### src/rtl/chess_clock_ctrl_if.sv
// rtl/chess_clock_ctrl_if.sv - control/status bundle for the chess clock game controller
//
// Purpose: groups the chess clock controller's event inputs and its BCD time/status outputs.
// Signals:
//   CE          one-second tick, single-cycle pulse
//   start_btn   start/pause toggle, single-cycle pulse
//   p1_btn      player 1 ends move, single-cycle pulse
//   p2_btn      player 2 ends move, single-cycle pulse
//   new_game    reload both times and return to idle, single-cycle pulse
//   p1_time     player 1 remaining time, BCD {min_t, min_u, sec_t, sec_u}
//   p2_time     player 2 remaining time, same format
//   turn        0 = player 1 to move, 1 = player 2 to move
//   running     clock is counting
//   timeout_p1  player 1 flag fell
//   timeout_p2  player 2 flag fell
// Modports: master drives the events (board logic / bench), slave is the controller.
interface chess_clock_ctrl_if;
  logic        CE;
  logic        start_btn;
  logic        p1_btn;
  logic        p2_btn;
  logic        new_game;
  logic [15:0] p1_time;
  logic [15:0] p2_time;
  logic        turn;
  logic        running;
  logic        timeout_p1;
  logic        timeout_p2;

  modport master (
    output CE, start_btn, p1_btn, p2_btn, new_game,
    input  p1_time, p2_time, turn, running, timeout_p1, timeout_p2
  );

  modport slave (
    input  CE, start_btn, p1_btn, p2_btn, new_game,
    output p1_time, p2_time, turn, running, timeout_p1, timeout_p2
  );
endinterface

### src/rtl/chess_clock_ctrl.sv
// rtl/chess_clock_ctrl.sv - two-player chess clock game controller with BCD mm:ss times
//
// Purpose: keeps both players' remaining time in BCD, counts down the active player on
// each one-second tick, switches turns on the mover's button with a Fischer increment,
// and handles start/pause, timeout and new-game.
// Ports:
//   CLK  system clock
//   CLR  asynchronous active-high reset
//   bus  chess_clock_ctrl_if.slave: event pulses in, BCD times and status flags out
// Parameters:
//   INIT_MIN  starting minutes per player (1..99)
//   INIT_SEC  starting seconds per player (0..59)
//   INC_SEC   increment added to the mover's time on a turn switch (0..59)
module chess_clock_ctrl #(
  parameter int INIT_MIN = 5,
  parameter int INIT_SEC = 0,
  parameter int INC_SEC  = 0
) (
  input  logic               CLK,
  input  logic               CLR,
  chess_clock_ctrl_if.slave  bus
);

  localparam logic [15:0] INIT_BCD = {4'(INIT_MIN / 10), 4'(INIT_MIN % 10),
                                      4'(INIT_SEC / 10), 4'(INIT_SEC % 10)};

  typedef enum logic [1:0] {S_IDLE, S_RUN, S_PAUSE, S_TIMEOUT} state_t;

  state_t      r_state;
  logic [15:0] r_p1_time;
  logic [15:0] r_p2_time;
  logic        r_turn;
  logic        r_running;
  logic        r_to_p1;
  logic        r_to_p2;

  // Subtract one second with a nibble borrow chain; 00:00 is held, never wrapped.
  function automatic logic [15:0] bcd_dec(input logic [15:0] t);
    logic [3:0] mt, mu, st, su;
    {mt, mu, st, su} = t;
    if (t == 16'h0000) return 16'h0000;
    if (su != 4'd0) su = su - 4'd1;
    else begin
      su = 4'd9;
      if (st != 4'd0) st = st - 4'd1;
      else begin
        st = 4'd5;
        if (mu != 4'd0) mu = mu - 4'd1;
        else begin
          mu = 4'd9;
          mt = mt - 4'd1;
        end
      end
    end
    return {mt, mu, st, su};
  endfunction

  // Add the increment with a carry from seconds (base 60) into minutes, saturating at 99:59.
  function automatic logic [15:0] bcd_add_inc(input logic [15:0] t);
    logic [6:0] sec, min;
    sec = 7'(t[7:4]) * 7'd10 + 7'(t[3:0]) + 7'(INC_SEC);
    min = 7'(t[15:12]) * 7'd10 + 7'(t[11:8]);
    if (sec >= 7'd60) begin
      sec = sec - 7'd60;
      min = min + 7'd1;
    end
    if (min > 7'd99) return 16'h9959;
    return {4'(min / 7'd10), 4'(min % 7'd10), 4'(sec / 7'd10), 4'(sec % 7'd10)};
  endfunction

  logic [15:0] w_act_time;
  logic [15:0] w_dec_time;
  logic [15:0] w_inc_time;
  logic        w_press;
  logic        w_hit_zero;

  assign w_act_time = r_turn ? r_p2_time : r_p1_time;
  assign w_dec_time = bcd_dec(w_act_time);
  // A tick in the same cycle as the mover's button is applied before the increment.
  assign w_inc_time = bcd_add_inc(bus.CE ? w_dec_time : w_act_time);
  assign w_press    = r_turn ? bus.p2_btn : bus.p1_btn;
  assign w_hit_zero = bus.CE && (w_dec_time == 16'h0000);

  always_ff @(posedge CLK or posedge CLR) begin
    if (CLR) begin
      r_state   <= S_IDLE;
      r_p1_time <= INIT_BCD;
      r_p2_time <= INIT_BCD;
      r_turn    <= 1'b0;
      r_running <= 1'b0;
      r_to_p1   <= 1'b0;
      r_to_p2   <= 1'b0;
    end else if (bus.new_game) begin
      r_state   <= S_IDLE;
      r_p1_time <= INIT_BCD;
      r_p2_time <= INIT_BCD;
      r_turn    <= 1'b0;
      r_running <= 1'b0;
      r_to_p1   <= 1'b0;
      r_to_p2   <= 1'b0;
    end else begin
      case (r_state)
        S_IDLE: begin
          if (bus.start_btn) begin
            r_state   <= S_RUN;
            r_running <= 1'b1;
            r_turn    <= 1'b0;
          end
        end
        S_RUN: begin
          if (bus.start_btn) begin
            r_state   <= S_PAUSE;
            r_running <= 1'b0;
          end else if (w_hit_zero) begin
            // Flag falls: timeout beats a simultaneous move, turn is held.
            if (r_turn) begin
              r_p2_time <= w_dec_time;
              r_to_p2   <= 1'b1;
            end else begin
              r_p1_time <= w_dec_time;
              r_to_p1   <= 1'b1;
            end
            r_state   <= S_TIMEOUT;
            r_running <= 1'b0;
          end else if (w_press) begin
            if (r_turn) r_p2_time <= w_inc_time;
            else        r_p1_time <= w_inc_time;
            r_turn <= ~r_turn;
          end else if (bus.CE) begin
            if (r_turn) r_p2_time <= w_dec_time;
            else        r_p1_time <= w_dec_time;
          end
        end
        S_PAUSE: begin
          if (bus.start_btn) begin
            r_state   <= S_RUN;
            r_running <= 1'b1;
          end
        end
        S_TIMEOUT: begin
          r_state <= S_TIMEOUT;
        end
        default: begin
          r_state   <= S_IDLE;
          r_running <= 1'b0;
        end
      endcase
    end
  end

  assign bus.p1_time    = r_p1_time;
  assign bus.p2_time    = r_p2_time;
  assign bus.turn       = r_turn;
  assign bus.running    = r_running;
  assign bus.timeout_p1 = r_to_p1;
  assign bus.timeout_p2 = r_to_p2;

endmodule
### src/flat_wrapper.sv
// flat-port wrapper written by rule: the top's interface ports become plain ports
module chess_clock_ctrl_flat 
#(
  parameter int INIT_MIN = 5,
  parameter int INIT_SEC = 0,
  parameter int INC_SEC  = 0
)
  (CLK, CLR, bus_CE, bus_start_btn, bus_p1_btn, bus_p2_btn, bus_new_game, bus_p1_time, bus_p2_time, bus_turn, bus_running, bus_timeout_p1, bus_timeout_p2);
  chess_clock_ctrl_if bus_i ();
  input  logic CLK;
  input  logic CLR;
  input wire logic [$bits(bus_i.CE)-1:0] bus_CE;
  input wire logic [$bits(bus_i.start_btn)-1:0] bus_start_btn;
  input wire logic [$bits(bus_i.p1_btn)-1:0] bus_p1_btn;
  input wire logic [$bits(bus_i.p2_btn)-1:0] bus_p2_btn;
  input wire logic [$bits(bus_i.new_game)-1:0] bus_new_game;
  output wire logic [$bits(bus_i.p1_time)-1:0] bus_p1_time;
  output wire logic [$bits(bus_i.p2_time)-1:0] bus_p2_time;
  output wire logic [$bits(bus_i.turn)-1:0] bus_turn;
  output wire logic [$bits(bus_i.running)-1:0] bus_running;
  output wire logic [$bits(bus_i.timeout_p1)-1:0] bus_timeout_p1;
  output wire logic [$bits(bus_i.timeout_p2)-1:0] bus_timeout_p2;
  assign bus_i.CE = bus_CE;
  assign bus_i.start_btn = bus_start_btn;
  assign bus_i.p1_btn = bus_p1_btn;
  assign bus_i.p2_btn = bus_p2_btn;
  assign bus_i.new_game = bus_new_game;
  assign bus_p1_time = bus_i.p1_time;
  assign bus_p2_time = bus_i.p2_time;
  assign bus_turn = bus_i.turn;
  assign bus_running = bus_i.running;
  assign bus_timeout_p1 = bus_i.timeout_p1;
  assign bus_timeout_p2 = bus_i.timeout_p2;
  chess_clock_ctrl #(.INIT_MIN(INIT_MIN), .INIT_SEC(INIT_SEC), .INC_SEC(INC_SEC)) u_core (.CLK(CLK), .CLR(CLR), .bus(bus_i));
endmodule
### config.mk
export PLATFORM = sky130hd
export DESIGN_NAME = chess_clock_ctrl_flat
export DESIGN_NICKNAME = d
export VERILOG_FILES = /design/src/rtl/chess_clock_ctrl_if.sv /design/src/rtl/chess_clock_ctrl.sv /design/src/flat_wrapper.sv
export SDC_FILE = /design/constraint.sdc
export NUM_CORES = 1
export LEC_CHECK = 0
export CAP_MARGIN = 20
export CORE_MARGIN = 2
export CORE_UTILIZATION = 55
export DETAILED_ROUTE_END_ITERATION = 8
export GPL_TIMING_DRIVEN = 0
export PLACE_DENSITY = 0.83
export SLEW_MARGIN = 20
export SYNTH_ARGS = -nofsm -noshare
export SYNTH_HDL_FRONTEND = slang
export SYNTH_SLANG_ARGS = --single-unit
### constraint.sdc
create_clock -name CLK -period 8.7 [get_ports CLK]
set_input_delay 0.87 -clock CLK [delete_from_list [all_inputs] [get_ports CLK]]
set_output_delay 0.87 -clock CLK [all_outputs]
set_load 0.02 [all_outputs]
# Word level (Yosys, flattened, before mapping)
# Index checks and enable logic that the tools add are counted.
[totals] ff_bits=38 in_bits=7 out_inout_bits=36 word_cells=120
[op_classes] addsub=8 multipliers=2 n_div=4 order_cmp=2 eq_ne=13 mux=62 n_bitwise=1 reduce_logical=21
[ops] cell="$mux 16" n=22
[ops] cell="$mux 4" n=9
[ops] cell="$logic_not 16->1" n=2
[ops] cell="$mux 1" n=22
[ops] cell="$reduce_and 4->1" n=4
[ops] cell="$reduce_bool 4->1" n=4
[ops] cell="$sub 4x1->4 const B" n=4
[ops] cell="$add 7x4->7" n=2
[ops] cell="$div 7x4->7 const B" n=2
[ops] cell="$mod 7x4->7 const B" n=2
[ops] cell="$mux 7" n=2
[ops] cell="$mul 4x3->6 const B" n=2
[ops] cell="$ne 3x3->1 const B" n=3
[ops] cell="$mux 2" n=4
[ops] cell="$ne 4x3->1 const B" n=2
[ops] cell="$add 7x1->7 const B" n=1
[ops] cell="$ge 7x6->1 const B" n=1
[ops] cell="$gt 7x7->1 const B" n=1
[ops] cell="$sub 7x6->7 const B" n=1
[ops] cell="$pmux 2 s3" n=1
[ops] cell="$reduce_bool 2->1" n=3
[ops] cell="$reduce_bool 3->1" n=2
[ops] cell="$reduce_and 5->1" n=1
[ops] cell="$eq 2x2->1 const B" n=2
[ops] cell="other kinds (13)" n=14

# Depth between registers and ports, before layout
# Gate-level depths: netlist of the first run.
[depth] word_depth=20 mapped_depth=35

# Worst setup path after synthesis of the first run
# No wires, ideal clock.
[synth_timing] kind="register -> register" start="reg u_core.r_turn, in the netlist u_core.bus.turn" end="reg u_core.r_p2_time[10], in the netlist u_core.bus.p2_time[10]" arrival_time_ps=7900 t_required_ps=8623 setup_slack_ps=722 stages_incl_launch_ff=35 n_path_buf=8 synth_period_minus_slack_ps=7978 cell_sequence="dfrtp_1 > buf_6 > buf_6 > buf_2 > clkbuf_1 > buf_1 > buf_1 > mux2i_1 > ha_1 > o21ai_0 > nor3_1 > nor2_1 > a21o_1 > ha_1 > ha_1 > inv_1 > fa_1 > clkbuf_1 > nor4_1 > a211o_1 > a21oi_4 > a211o_4 > xnor2_4 > buf_4 > nor2_1 > o21ai_0 > a32o_1 > ha_1 > o21ai_0 > a311oi_1 > nor4_1 > a211oi_2 > o221ai_1 > or3_1 > a31oi_1"
[synth_via] elab_chain_cells=20 elab_cells_between_ends=46 classes_between="7 x add/sub; 2 x mul; 1 x div; 2 x order compare; 1 x eq/ne; 25 x mux; 8 x reduce/logical"
[synth_lines] element="start, declared" line="chess_clock_ctrl.sv:32" text="logic r_turn;"
[synth_lines] element="start signal, assigned" line="chess_clock_ctrl.sv:128" text="r_turn <= ~r_turn;"
[synth_lines] element="parallel branches: the longest is 20 deep, another holds $add 7x4->7"
[synth_lines] element="end signal, assigned" line="chess_clock_ctrl.sv:117" text="r_p2_time <= w_dec_time;"
[synth_lines] element="end signal, assigned" line="chess_clock_ctrl.sv:126" text="if (r_turn) r_p2_time <= w_inc_time;"
[synth_lines] element="end signal, assigned" line="chess_clock_ctrl.sv:130" text="if (r_turn) r_p2_time <= w_dec_time;"
[synth_lines] element="end, declared" line="chess_clock_ctrl.sv:31" text="logic [15:0] r_p2_time;"
# Several ways; the timed one is not identified. The select of a mux whose other input is x is not followed.
# A chain may end at the register's enable or synchronous reset.

# Worst setup path in the final report of the first run
[layout_timing] start="reg u_core.r_turn, in the netlist u_core.bus.turn" end="reg u_core.r_p1_time[10], in the netlist u_core.bus.p1_time[10]"
[layout_via] elab_chain_cells=20 elab_cells_between_ends=46 classes_between="7 x add/sub; 2 x mul; 1 x div; 2 x order compare; 1 x eq/ne; 25 x mux; 8 x reduce/logical"
[layout_lines] element="parallel branches: the longest is 20 deep, another holds $add 7x4->7"
[layout_lines] element="end signal, assigned" line="chess_clock_ctrl.sv:120" text="r_p1_time <= w_dec_time;"
[layout_lines] element="end signal, assigned" line="chess_clock_ctrl.sv:127" text="else r_p1_time <= w_inc_time;"
[layout_lines] element="end signal, assigned" line="chess_clock_ctrl.sv:131" text="else r_p1_time <= w_dec_time;"
[layout_lines] element="end, declared" line="chess_clock_ctrl.sv:30" text="logic [15:0] r_p1_time;"
# Several ways; the timed one is not identified. The select of a mux whose other input is x is not followed.

==> tab_implementation.tex, run 1 <==
\begin{tabular}{lr}
\hline
Metric & Value \\
\hline
\multicolumn{2}{l}{\textbf{Run status}} \\
Result of the run & finished, final reports clean \\
\multicolumn{2}{l}{\textbf{Synthesis}} \\
Netlist area before placement & 5204 sq um \\
Number of enable flip-flop cells after synthesis & 0 \\
Flops \& latches, synth & 38 \\
Count of different cell masters after synthesis & 90 \\
Warning count from the yosys run & 0 \\
Top cell type's share of synthesized area & 16.35\% \\
Synth Area per Inst & 7.675 sq um \\
Post-Syn Nets & 709 \\
Dominant cells by area after synthesis & sky130\_fd\_sc\_hd\_\_dfrtp\_1, sky130\_fd\_sc\_hd\_\_nor2\_1, sky130\_fd\_sc\_hd\_\_a21oi\_1 \\
Proportion of register bits with asynchronous set or reset after synthesis & 100.0\% \\
Leading area contributor after synthesis & sky130\_fd\_sc\_hd\_\_dfrtp\_1 \\
Gate Count Post-Synth & 678 \\
Primary FF master, synth & sky130\_fd\_sc\_hd\_\_dfrtp\_1 \\
Share of the yosys chip area belonging to registers & 18.37\% \\
\multicolumn{2}{l}{\textbf{Clocking}} \\
Buffer depth of the longest clock path & 2 \\
Worst-skew pair later-pin latency & 0.31 ns \\
CTS Root Cell & sky130\_fd\_sc\_hd\_\_clkbuf\_8 \\
CTS clk-pin slew, worst paths & 0.08 ns \\
Clock tree from TritonCTS & yes \\
H-tree levels & 2 \\
TritonCTS buffer count & 5 \\
TritonCTS Sinks & 38 \\
\multicolumn{2}{l}{\textbf{Critical path}} \\
Setup crit end kind & flip-flop \\
Most used cell, CP & sky130\_fd\_sc\_hd\_\_ha\_1 \\
Data required time of the critical path & slightly below 9 ns \\
Arrival time at the worst endpoint & 8.61 ns \\
Classification of the worst setup path & reg2reg \\
Largest incremental delay on the critical path & 0.48 ns \\
Crit path max-delay cell type & sky130\_fd\_sc\_hd\_\_fa\_1 \\
Maximum fanout along the worst path & 19 \\
Crit path launch type & flip-flop \\
\multicolumn{2}{l}{\textbf{Global route}} \\
Overflow left after global routing & 0 \\
Pin count of the biggest net entering global routing & 28 \\
Met1 demand-to-capacity share in global routing & roughly 46\% \\
Most utilized layer in the global route result & met2 \\
Number of antenna violations at the first check in global routing & 0 \\
Overall fraction of global-route tracks in use & 35.38\% \\
Fraction of met3 tracks used by global routing & 4.693\% \\
Number of global-route vias before repair & 5,343 \\
Global-route wire length before repair & 28.29 mm \\
GR met2 Demand/Resource & 59.14\% \\
\multicolumn{2}{l}{\textbf{STA}} \\
Slew at the pin with the worst max-slew slack & 1.142 ns \\
Part of the cycle the worst path needs & 96.28\% \\
Hold violation count in the final report & 0 \\
Slew HR & 23.49\% \\
Clock skew after layout & 0.01405 ns \\
Tmin final & 8.376 ns \\
Count of final setup violators & 0 \\
Number of slew-limit violations in the final report & 0 \\
Highest achievable clock rate & $\sim$0.12 GHz \\
\multicolumn{2}{l}{\textbf{Detailed routing}} \\
Number of DRC violations after detailed-routing iteration 0 & about 670 \\
DRC & 0 \\
Number of detailed-routing iterations run before antenna repair & 6 \\
Vias & $\sim$5,900 \\
Antenna Nets Post-Route & 0 \\
Routed via count divided by cell count & 6.980 \\
Total Wirelength & 18.34 mm \\
Final routed wire length divided by cell count & 21.71 microns \\
\multicolumn{2}{l}{\textbf{Floorplan}} \\
Floorplan die area & 10,260 sq um \\
Core Rows & 35 \\
Die height & 101.3 microns \\
Ports & 43 \\
Standard cell core area & approximately 9200 sq um \\
Initial core utilization & 56.59\% \\
Horizontal die dimension & 101.3 microns \\
\multicolumn{2}{l}{\textbf{Placed design}} \\
Global placer's final weighted congestion & 0.9762 \\
Port Buffer Count & 40 \\
DPL Wire Length & 14.07 mm \\
\multicolumn{2}{l}{\textbf{Final layout}} \\
Fraction of final layout cells sized beyond drive strength 1 & 13.92\% \\
Nets & 763 \\
Util after Layout & 66.45\% \\
Most common cell after layout, fill and taps aside & sky130\_fd\_sc\_hd\_\_nor2\_1 \\
Most frequent cells in the layout & sky130\_fd\_sc\_hd\_\_nor2\_1, sky130\_fd\_sc\_hd\_\_nand2\_1, sky130\_fd\_sc\_hd\_\_a21oi\_1 \\
Synth-to-layout area growth & 17.43\% \\
\multicolumn{2}{l}{\textbf{Run}} \\
Maximum capacitance violations & 0 \\
\multicolumn{2}{l}{\textbf{Hold path}} \\
Kind of path behind the tightest hold check & reg2reg \\
\hline
\end{tabular}
## worst max-delay path: cells and delay by family, from the launching register on
kind / cells / cell delay, ns
xor gates and xnor gates: 2 / 0.40
AOI/OAI and AO/OA: 9 / 2.31
muxes: 2 / 0.69
and+or+nand+nor: 8 / 1.49
DFF: 1 / 0.45
buffers and inverters: 7 / 1.47
adders and majority gates: 5 / 1.47
## repair_timing
item | CTS | global route
endpoints found under the setup margin | 19 | 8
hold buffers | 0 | 0
setup buffers | 2 | 6
resized for setup | 16 | 23
pin swaps | 2 | 3
## per-layer routing
layer,share of wire (%),up-vias
met5,0,-
met4,4.3,0
met3,9.1,65
met2,46,349
met1,40,2792
li1,-,2692
## synth_stat cells, drive strengths merged, types with 18 or more instances
cell type and instances:
a21oi 54, a31oi 19, clkbuf 21, dfrtp 34, ha 20, inv 24
mux2i 25, nand2 55, nand3 18, nor2 75, nor3 27, o21ai 45
## final timing paths
| kind | startpoint | end | slack (ns) | depth (start not counted) |
|---|---|---|---|---|
| setup / recovery | u_core.bus.turn | u_core.bus.p1_time[10] | 0.32 | 33 |
| hold / removal | u_core.bus.timeout_p2 | u_core.bus.timeout_p2 | 0.50 | 2 |
| setup reg to reg | u_core.bus.turn | u_core.bus.p1_time[10] | 0.32 | 33 |
| hold reg to reg | u_core.bus.timeout_p2 | u_core.bus.timeout_p2 | 0.50 | 2 |
| max in group asynchronous | CLR | u_core.bus.turn | 7.44 | 3 |
| min in group asynchronous | CLR | u_core.bus.p2_time[13] | 0.81 | 2 |
## layout make-up
cell class | count | area [sq um]
diodes | 1 | 2.502
plain buffers | 29 | 142.6
clock buffers | 5 | 68.82
clock inverters | 3 | 40.04
fillers | 806 | 3085
inverters | 24 | 90.09
multi-input cells | 585 | 4190
flip-flops and latches | 38 | 957.2
well taps | 111 | 138.9
repair buffers | 49 | 480.5
## registers in the layout (all words and copies together) (netlist names)
signal and flops:
u_core.bus.timeout_p2 1, u_core.bus.p1_time 16, u_core.r_state 2, u_core.bus.turn 1, u_core.bus.running 1, u_core.bus.timeout_p1 1
u_core.bus.p2_time 16
## cell families (layout without fill, tap and decap cells)
family          Yosys count  count (layout)  synth area share [%]
compound gates          243             243                 32.85
xor+xnor                 26              26                 5.386
fa+ha+maj                25              25                 6.540
buf+inv                  55             110                 4.424
flops                    38              38                 18.37
mux                      35              35                 7.117
other cells               0               1                     0
simple gates            256             256                 25.32
## through the flow
stage          setup TNS [ns]  hold WS [ns]  std cells  instance area, sq um  setup slack, ns
6_report                    0        0.5031        845                  6111           0.3235
5_1_grt              -0.02342        0.5388        844                  6108         -0.02342
4_1_cts                     0        0.5067        839                  5963          0.01548
3_5_place_dp           -12.88        0.4868        830                  5763           -1.387
3_3_place_gp           -12.06        0.4791        829                  5743           -1.378
2_1_floorplan               0        0.5295        678                  5204           0.7225
Power of run 1 is left out: the tool's default activity adds up to more than one toggle a clock period on the data nets, which glitch-free logic cannot reach.
==> run 2: changes to the inputs <==
- SKIP_LAST_GASP: unset -> 1
==> results of run 2 <==
Final layout, timing and power as in run 1 (identical DEF).
Power of run 2 is left out for the same reason.
==> run 3: changes to the inputs <==
- SETUP_SLACK_MARGIN: unset -> 0.2
==> run 3 against run 2 <==
  * Worst hold slack gained 0.0022 ns
  * Clock-buffer cell count is the same
  * Via count grew 0.10%
  * Routed wire length grew 0.95%
  * Flip-flop and latch count is the same
  * Register-to-register slack gained 0.14 ns
  * Final area grew 1.2%
  * Clock skew grew 0.0016 ns
  * First-iteration DRC count grew 12%
  * Global-route usage grew 0.57 points
  * Non-clock buffer count grew 4
  * Utilization grew 0.83 points
  * Critical endpoint unchanged
==> tab_implementation.tex, run 3 (same netlist as run 1, synthesis figures left out) <==
\begin{tabular}{lr}
\hline
Metric & Value \\
\hline
\multicolumn{2}{l}{\textbf{Critical path}} \\
Arrival time at the worst endpoint & 8.47 ns \\
Crit path max-delay cell type & sky130\_fd\_sc\_hd\_\_fa\_1 \\
Largest incremental delay on the critical path & 0.48 ns \\
Data required time of the critical path & 8.93 ns \\
Most used cell, CP & sky130\_fd\_sc\_hd\_\_buf\_6 \\
Maximum fanout along the worst path & 10 \\
Setup crit end kind & flip-flop \\
Classification of the worst setup path & reg2reg \\
Crit path launch type & flip-flop \\
\multicolumn{2}{l}{\textbf{Hold path}} \\
Kind of path behind the tightest hold check & reg2reg \\
\multicolumn{2}{l}{\textbf{Final layout}} \\
Nets & 767 \\
Most frequent cells in the layout & sky130\_fd\_sc\_hd\_\_nor2\_1, sky130\_fd\_sc\_hd\_\_nand2\_1, sky130\_fd\_sc\_hd\_\_a21oi\_1 \\
Util after Layout & between 60\% and 70\% \\
Synth-to-layout area growth & 18.90\% \\
Most common cell after layout, fill and taps aside & sky130\_fd\_sc\_hd\_\_nor2\_1 \\
Diode count & 0 \\
Fraction of final layout cells sized beyond drive strength 1 & 14.79\% \\
\multicolumn{2}{l}{\textbf{Detailed routing}} \\
Number of detailed-routing iterations run before antenna repair & 6 \\
Antenna Nets Post-Route & 0 \\
Vias & between 5,000 and 6,000 \\
Final routed wire length divided by cell count & 21.83 microns \\
Number of DRC violations after detailed-routing iteration 0 & approximately 750 \\
Routed via count divided by cell count & just under 7 \\
Total Wirelength & 18.52 mm \\
DRC & 0 \\
\multicolumn{2}{l}{\textbf{Placed design}} \\
Port Buffer Count & 40 \\
DPL Wire Length & 14.07 mm \\
Global placer's final weighted congestion & 0.9762 \\
\multicolumn{2}{l}{\textbf{Global route}} \\
Global-route wire length before repair & 28.75 mm \\
Overall fraction of global-route tracks in use & 35.96\% \\
Pin count of the biggest net entering global routing & 28 \\
Number of global-route vias before repair & approximately 5,400 \\
Overflow left after global routing & 0 \\
Number of antenna violations at the first check in global routing & 0 \\
\multicolumn{2}{l}{\textbf{Clocking}} \\
Buffer depth of the longest clock path & 2 \\
CTS Root Cell & sky130\_fd\_sc\_hd\_\_clkbuf\_8 \\
TritonCTS Sinks & 38 \\
TritonCTS buffer count & 5 \\
Clock tree from TritonCTS & yes \\
Worst-skew pair later-pin latency & 0.31 ns \\
H-tree levels & 2 \\
CTS clk-pin slew, worst paths & 0.09 ns \\
\multicolumn{2}{l}{\textbf{Floorplan}} \\
Ports & 43 \\
Die height & 101.3 microns \\
Initial core utilization & between 50 and 60\% \\
Core Rows & 35 \\
Standard cell core area & between 9000 and 10,000 sq um \\
Floorplan die area & 10,260 sq um \\
Horizontal die dimension & 101.3 microns \\
\multicolumn{2}{l}{\textbf{STA}} \\
Clock skew after layout & 0.01566 ns \\
Number of slew-limit violations in the final report & 0 \\
Tmin final & approximately 8.2 ns \\
Count of final setup violators & 0 \\
Slew at the pin with the worst max-slew slack & 1.151 ns \\
Unrepaired setup endpoints after global routing & no \\
Hold violation count in the final report & 0 \\
Part of the cycle the worst path needs & 94.70\% \\
Slew HR & 22.88\% \\
Highest achievable clock rate & 0.1214 GHz \\
Tightest hold margin & 0.5053 ns \\
\multicolumn{2}{l}{\textbf{Run status}} \\
Result of the run & finished, final reports clean \\
\multicolumn{2}{l}{\textbf{Run}} \\
Maximum capacitance violations & 0 \\
\hline
\end{tabular}
-- run 3: cell count changes in the layout (fill, tap and decap cells not counted), moves of 2 or more --
cell                       change
sky130_fd_sc_hd__mux2i_4       +2
sky130_fd_sc_hd__buf_6         +3
sky130_fd_sc_hd__clkbuf_4      -2
sky130_fd_sc_hd__mux2i_2       -2
sky130_fd_sc_hd__xnor2_1       +2
sky130_fd_sc_hd__clkbuf_2      +2
sky130_fd_sc_hd__buf_4         +3
sky130_fd_sc_hd__xnor2_2       -2
-- run 3: worst paths after layout --
path	depth (start not counted)	startpoint	slack [ns]	endpoint
max	33	u_core.bus.turn	0.46	u_core.bus.p1_time[10]
min	2	u_core.bus.timeout_p2	0.51	u_core.bus.timeout_p2
max reg2reg	33	u_core.bus.turn	0.46	u_core.bus.p1_time[10]
min reg2reg	2	u_core.bus.timeout_p2	0.51	u_core.bus.timeout_p2
max in group asynchronous	3	CLR	7.45	u_core.bus.turn
min in group asynchronous	2	CLR	0.80	u_core.bus.p2_time[13]
-- run 3: what timing repair did --
action | 4_1_cts | 5_1_grt
buffers inserted | 5 | 5
gates resized for setup | 29 | 26
hold buffers | 0 | 0
setup endpoints to repair | 25 | 8
pin swaps | 4 | 5
-- run 3: per-stage QoR --
stage,area (sq um),setup TNS (ns),cells,worst slack (ns)
2_1_floorplan,5204,0,678,0.7225
3_3_place_gp,5743,-12.06,829,-1.378
3_5_place_dp,5763,-12.88,830,-1.387
4_1_cts,6045,0,843,0.2162
5_1_grt,6187,0,848,0.1738
6_report,6187,0,848,0.4614
-- run 3: area by class of cell --
type,instances,area (sq um)
inverters,24,90.09
clock buffers,5,68.82
clock inverters,3,40.04
fillers,791,3009
well taps,111,138.9
multi-input cells,585,4227
plain buffers,31,170.2
flip-flops and latches,38,957.2
repair buffers,51,495.5
-- run 3: layer usage --
| layer | wire length (microns) | up-vias | track usage (%) |
|---|---|---|---|
| met5 | 0 | - | 0 |
| met1 | 7463 | 2776 | 46.53 |
| met4 | 869 | 0 | 14.24 |
| li1 | - | 2697 | - |
| met3 | 1691 | 78 | 5.590 |
| met2 | 8492 | 353 | 60.11 |
-- run 3: worst max-delay path, delay by kind of cell (launching register included) --
family                     cells  cell delay (ns)
AOI/OAI and AO/OA             10             2.59
DFF                            1             0.44
muxes                          1             0.29
and+or+nand+nor                7             1.53
xor gates and xnor gates       2             0.50
adders and majority gates      5             1.28
buffers and inverters          8             1.51
Power of run 3 is left out for the same reason.
